### config.mk
export PLATFORM = sky130hd
export DESIGN_NAME = dependency_check_unit
export DESIGN_NICKNAME = d
export VERILOG_FILES = /design/src/rtl/dependency_check_unit.sv
export SDC_FILE = /design/constraint.sdc
export NUM_CORES = 1
export LEC_CHECK = 0
export ABC_AREA = 1
export BUFFER_PORTS_ARGS = -buffer_cell sky130_fd_sc_hd__buf_4
export CAP_MARGIN = 20
export CORE_MARGIN = 2
export CORE_UTILIZATION = 50
export DETAILED_ROUTE_END_ITERATION = 10
export GPL_ROUTABILITY_DRIVEN = 0
export PLACE_DENSITY_LB_ADDON = 0.12
export SLEW_MARGIN = 20
export SYNTH_ARGS = -nofsm -noshare
export SYNTH_HDL_FRONTEND = slang
export SYNTH_SLANG_ARGS = --single-unit
### constraint.sdc
create_clock -name clk -period 1.4 [get_ports clk]
set_input_delay 0.07 -clock clk [delete_from_list [all_inputs] [get_ports clk]]
set_output_delay 0.07 -clock clk [all_outputs]
set_load 0.1 [all_outputs]
### src/rtl/dependency_check_unit.sv
// dependency_check_unit: decode-stage forwarding select and load-use stall generator
// tracking the destinations of the EX, DM and WB instructions.
module dependency_check_unit #(
   parameter int INS_W = 20,
   parameter int REG_W = 5,
   parameter logic [REG_W-1:0] ZERO_REG = '0
) (
   input  logic             clk,
   input  logic             rst,
   input  logic [INS_W-1:0] Ins,
   input  logic             ins_valid,
   output logic [1:0]       mux_sel_a,
   output logic [1:0]       mux_sel_b,
   output logic             Imm_sel,
   output logic [REG_W-1:0] RW_ex,
   output logic             wr_ex,
   output logic             stall
);
   logic [4:0]       op;
   logic [REG_W-1:0] rw, ra, rb;
   logic             writes, rd_a, rd_b, imm, ld, accept;
   logic [REG_W-1:0] ex_dest_q, ex_dest_d, dm_dest_q, dm_dest_d, wb_dest_q, wb_dest_d;
   logic             ex_wr_q, ex_wr_d, dm_wr_q, dm_wr_d, wb_wr_q, wb_wr_d;
   logic             ex_ld_q, ex_ld_d, dm_ld_q, dm_ld_d, wb_ld_q, wb_ld_d;
   logic [1:0]       sel_a_q, sel_a_d, sel_b_q, sel_b_d, fwd_a, fwd_b;
   logic             imm_q, imm_d;

   function automatic logic hit(input logic wr, input logic [REG_W-1:0] dest, input logic [REG_W-1:0] r);
      return wr && dest != ZERO_REG && dest == r;
   endfunction

   assign op = Ins[INS_W-1 -: 5];
   assign rw = Ins[3*REG_W-1 -: REG_W];
   assign ra = Ins[2*REG_W-1 -: REG_W];
   assign rb = Ins[REG_W-1:0];

   always_comb begin
      writes = op != 5'h00 && op <= 5'h18;
      rd_a   = op != 5'h00;
      rd_b   = (op != 5'h00 && op <= 5'h0F) || op >= 5'h19;
      imm    = op >= 5'h10 && op <= 5'h19;
      ld     = op == 5'h18;
      // only a load still in EX cannot forward; its data appears one stage later
      stall  = !rst && ins_valid && ex_ld_q && ex_dest_q != ZERO_REG &&
               ((rd_a && ra == ex_dest_q) || (rd_b && rb == ex_dest_q));
      accept = ins_valid && !stall;
      fwd_a  = !rd_a ? 2'b00 : hit(ex_wr_q, ex_dest_q, ra) ? 2'b01 :
               hit(dm_wr_q, dm_dest_q, ra) ? 2'b10 : hit(wb_wr_q, wb_dest_q, ra) ? 2'b11 : 2'b00;
      fwd_b  = !rd_b ? 2'b00 : hit(ex_wr_q, ex_dest_q, rb) ? 2'b01 :
               hit(dm_wr_q, dm_dest_q, rb) ? 2'b10 : hit(wb_wr_q, wb_dest_q, rb) ? 2'b11 : 2'b00;
      ex_dest_d = accept ? rw : '0;
      ex_wr_d   = accept && writes;
      ex_ld_d   = accept && ld;
      dm_dest_d = ex_dest_q;
      dm_wr_d   = ex_wr_q;
      dm_ld_d   = ex_ld_q;
      wb_dest_d = dm_dest_q;
      wb_wr_d   = dm_wr_q;
      wb_ld_d   = dm_ld_q;
      sel_a_d   = accept ? fwd_a : 2'b00;
      sel_b_d   = accept ? fwd_b : 2'b00;
      imm_d     = accept && imm;
   end

   always_ff @(posedge clk) begin
      if (rst) begin
         ex_dest_q <= '0;
         ex_wr_q   <= 1'b0;
         ex_ld_q   <= 1'b0;
         dm_dest_q <= '0;
         dm_wr_q   <= 1'b0;
         dm_ld_q   <= 1'b0;
         wb_dest_q <= '0;
         wb_wr_q   <= 1'b0;
         wb_ld_q   <= 1'b0;
         sel_a_q   <= 2'b00;
         sel_b_q   <= 2'b00;
         imm_q     <= 1'b0;
      end else begin
         ex_dest_q <= ex_dest_d;
         ex_wr_q   <= ex_wr_d;
         ex_ld_q   <= ex_ld_d;
         dm_dest_q <= dm_dest_d;
         dm_wr_q   <= dm_wr_d;
         dm_ld_q   <= dm_ld_d;
         wb_dest_q <= wb_dest_d;
         wb_wr_q   <= wb_wr_d;
         wb_ld_q   <= wb_ld_d;
         sel_a_q   <= sel_a_d;
         sel_b_q   <= sel_b_d;
         imm_q     <= imm_d;
      end
   end

   assign mux_sel_a = sel_a_q;
   assign mux_sel_b = sel_b_q;
   assign Imm_sel   = imm_q;
   assign RW_ex     = ex_dest_q;
   assign wr_ex     = ex_wr_q;
endmodule

# Yosys cells after proc, flatten, opt, wreduce, memory -nomap -nowiden
# Cells that the tools add are included.
word_totals:
  in_bits: 23
  regBits: 24
  output_inout_bits: 12
classes:
  n_eq_ne: 9
  mux: 6
  n_bitwise: 3
  reduce_logical: 35
  magnitude_cmp: 5
op_table:
  columns: ["op", "n"]
  rows:
  - ["== test 5 bit", 8]
  - ["logical AND 1 bit", 22]
  - ["nonzero test 5 bit", 4]
  - ["greater-or-equal comparator 5 bit (second input constant)", 2]
  - ["<= comparator 5 bit (second input constant)", 2]
  - ["2-to-1 mux 2 bit", 4]
  - ["OR reduction 4 bit", 2]
  - ["OR reduction 3 bit", 2]
  - ["== test 5 bit (second input constant)", 1]
  - ["<= comparator 5 x 4 -> 1 bit (second input constant)", 1]
  - ["NOT 1 bit", 3]
  - ["logical NOT 1 bit", 2]
  - ["logical OR 1 bit", 2]
  - ["2-to-1 mux 1 bit", 2]
  - ["OR reduction 2 bit", 1]

# Longest topological paths before layout
logic_depth:
  word_depth: 10
  depth_mapped: 10
  mapped_depth_nobuf: 10

# Worst setup path before layout
# OpenSTA, ideal clock, no wires.
synth_path:
  path_type: "register to output"
  from: "reg ex_dest_q[0] (netlist: RW_ex[0])"
  to: "out stall"
  arrival_time_ps: 2287
  slack_ps: -957
  n_path_buf: 0
  required_ps: 1330
  path_stages_with_launch: 9
  cell_sequence: "dfxtp_1 > inv_1 > nand2_1 > o21ai_1 > nor2_1 > nand4_1 > nand2_1 > nand2_4 > inv_1"
synth_between:
  elab_chain_cells: 4
synth_rtl:
  columns: ["element", "line_no", "rtl"]
  rows:
  - ["start, declared", "22", "logic [REG_W-1:0] ex_dest_q, ex_dest_d, dm_dest_q, dm_dest_d, wb_dest_q, wb_dest_d;"]
  - ["start signal, assigned", "80", "ex_dest_q <= ex_dest_d;"]
  - ["== test 5 bit", "45", "((rd_a && ra == ex_dest_q) || (rd_b && rb == ex_dest_q));"]
  - ["logical AND 1 bit", "45", null]
  - ["logical OR 1 bit", "45", null]
  - ["logical AND 1 bit (*)", "44", "stall = !rst && ins_valid && ex_ld_q && ex_dest_q != ZERO_REG &&"]
  - ["end, declared", "17", "output logic stall"]
# Every way passes the cells marked *; elsewhere a longest branch is shown, timed or not.

# Worst setup path in the final report
layout_path:
  from: "reg ex_dest_q[1] (netlist: RW_ex[1])"
  to: "out stall"
# Same word-level chain as after synthesis.

==> impl_metrics.py <==
metrics = {
    "critical_path": {
        "critPathRequiredTime_ns": 1.33,
        "critical_path.endpoint_type": "primary output",
        "worstPathArrival_ns": 1.58,
        "worst-setup-path-type": "reg2out",
        "slowest_delay_ns": 0.38,
        "crit_fanout": 5,
        "slowest_stage": "dfxtp_4",
        "path_cells": "inv_4, nand2_2, nand2_1, nand2_1, nor2_2, nand3_1, nand2_2, nand2_4, clkinvlp_4, buf_12",
        "startpoint_type": "flop",
    },
    "drt": {
        "wl_um": 3100,
        "drt_first_pass_iters": 4,
        "postRouteAntennaNets": 0,
        "drt-initial-drc-count": 20,
        "vias_per_cell": 4.90,
        "wire_per_inst_um": 11.7,
        "drc": 0,
        "vias": 1294,
    },
    "global_routing": {
        "grt_pass1_vias": 1154,
        "antenna_found_initial": 0,
        "grt_max_degree": 14,
        "grt_pass1_wl_um": 4640,
        "grt_overflow_total": 0,
        "track_usage": 0.224,
    },
    "sta": {
        "finalCriticalPeriod_ns": 1.65,
        "setup_violations": 8,
        "holdWs_ns": 0.0293,
        "fin_crit_sh": 1.18,
        "worst_slack_ns": -0.253,
        "drv_slew": 0,
        "fin_worst_skew_ns": 0.0109,
        "max-slew-margin-rel": 0.813,
        "hold_viol": 0,
        "rsz0062_at_grt": "yes",
        "fmax_ghz": 0.605,
        "tightestPinTransition_ns": 0.283,
    },
    "floorplan": {
        "ios": 35,
        "die_h_um": 54.5,
        "core_sq_um": 2450,
        "rows": 18,
        "die_area_sq_um": 2970,
        "die_w_um": 54.5,
        "initial_core_util": 0.519,
    },
    "logic_synthesis": {
        "synth_seq_area_share": 0.377,
        "yosysTopAreaCell": "dfxtp_1",
        "yosys-top-cells-area": "dfxtp_1 (38%), nand2_1 (12%), nor2_1 (10%)",
        "yosys_warnings": 0,
        "syn_nets": 210,
        "synth_cell_types": 17,
        "syn-cell-area_sq_um": 1270,
        "ys_ff_latch": 24,
        "synth_top_area_frac": 0.377,
        "synthCells": 187,
        "syn-mean-instance-area_sq_um": 6.82,
    },
    "placement": {
        "place_inst": 250,
        "port_buffers": 34,
        "dp_hpwl_um": 2370,
    },
    "finish": {
        "drive_gt1_frac": 0.291,
        "antenna_cells": 0,
        "area_delta_synth_final_pct": 37.2,
        "final_nets": 258,
        "final_cells": 264,
        "num-fill-cells": 203,
        "final_cell_mix": "nand2_1 (38), buf_4 (38), nor2_1 (33), inv_1 (29), dfxtp_1 (18)",
    },
    "pwr": {
        "sw_frac_of_total": 0.292,
        "vdd_drop_max_mv": 0.689,
        "p_leak_nw": 0.896,
        "p_per_area_nw_per_um2": 796,
        "p_seq_frac": 0.512,
        "p_comb_frac": 0.231,
        "power_frac_clock": 0.256,
        "switchingPower_w": 0.000407,
        "internal_power_w": 0.000985,
    },
    "cts": {
        "clkSinkCount": 24,
        "clk_path_buf_depth": 2,
        "root_buffer": "clkbuf_4",
        "clk_latency_ns": 0.31,
        "cts_tree": "built",
        "htree_levels": 1,
        "numCtsBuffers": 3,
        "clk_pin_slew_ns": 0.13,
    },
    "worst_hold_path": {
        "hp-class": "in2reg",
    },
    "outcome": {
        "violations": "negative setup slack",
        "run_status": "finished with violations",
    },
    "run": {
        "max_cap_viol_count": 0,
    },
}
## final timing paths
check | cells past startpoint | slack (ns) | endpoint | start
worst max-delay path | 10 | -0.25 | stall | RW_ex[1]$_SDFF_PP0_
worst max register to register | 11 | -0.02 | RW_ex[4]$_SDFF_PP0_ | RW_ex[1]$_SDFF_PP0_
worst min register to register | 2 | 0.43 | wb_wr_q$_SDFF_PP0_ | dm_wr_q$_SDFF_PP0_
worst min-delay path | 3 | 0.03 | Imm_sel$_SDFF_PP0_ | Ins[19]
## per-stage QoR
stage	total power, W	setup slack (ns)	TNS, ns	cell area [sq um]	utilization
finish	0.00139	-0.253	-0.341	1750	0.713
detailed placement	0.00102	0.0390	0	1590	0.647
CTS	0.00139	-0.227	-0.227	1700	0.694
global route	0.00145	-0.344	-1.51	1750	0.713
floorplan	0.000909	-0.115	-0.115	1300	-
global placement	0.00101	0.0476	0	1590	0.647
## power groups by stage
stage	Sequential (W)	Clock [W]	Combinational, W
after floorplan	0.000787	0	0.000122
after global placement	0.000726	0	0.000283
after detailed placement	0.000728	0	0.000291
after CTS	0.000712	0.000370	0.000307
after global routing	0.000716	0.000384	0.000351
final	0.000714	0.000357	0.000322
## cell families (layout without fill, tap and decap cells)
family	after synthesis	after routing	synth area share
AO/OA/AOI/OAI	8	8	0.0314
XOR/XNOR	21	21	0.144
buffers and inverters	34	81	0.100
flip-flops	24	24	0.377
AND/OR/NAND/NOR	100	100	0.347
## layer usage
layer	GRT usage	share of wire	vias to the layer above
met1	0.234	0.40	593
met5	0	0	-
met3	0.0328	0.053	8
met4	0.108	0.026	0
li1	-	-	652
met2	0.430	0.52	41
## cell type report
type | count | area, sq um | share of cell area
clock buffers | 4 | 36.3 | 0.0207
inverters | 33 | 130 | 0.0744
multi-input cells | 129 | 689 | 0.394
flip-flops and latches | 24 | 500 | 0.286
well taps | 30 | 37.5 | 0.0215
repair buffers | 44 | 355 | 0.203
## synth_stat cells (all sizes together)
library cell and count:
a21oi 3, clkbuf 1, dfxtp 24, inv 33, nand2 42, nand3 14
nand4 2, nor2 40, nor3 2, o21ai 5, xnor2 13, xor2 8
## sequential cells by signal, summed over array words and instances, names as in the netlist
signal / flops
mux_sel_a: 2
Imm_sel: 1
RW_ex: 5
dm_wr_q: 1
wb_wr_q: 1
mux_sel_b: 2
dm_dest_q: 5
wb_dest_q: 5
dm_ld_d: 1
wr_ex: 1
## timing repair
item / 4_1_cts / 5_1_grt
gates resized for setup: 4 / 6
pin swaps: 5 / 10
setup endpoints to repair: 1 / 13
endpoints found under the hold margin: 5 / 0
hold buffers: 5 / 0
setup buffers: 2 / 3
## critical path: cells and delay by family, from the launching register on
kind                   cells  cell delay [ns]
buffers and inverters      3             0.31
DFF                        1             0.38
and+or+nand+nor            7             0.59
Power figures use the tool's default switching activity.
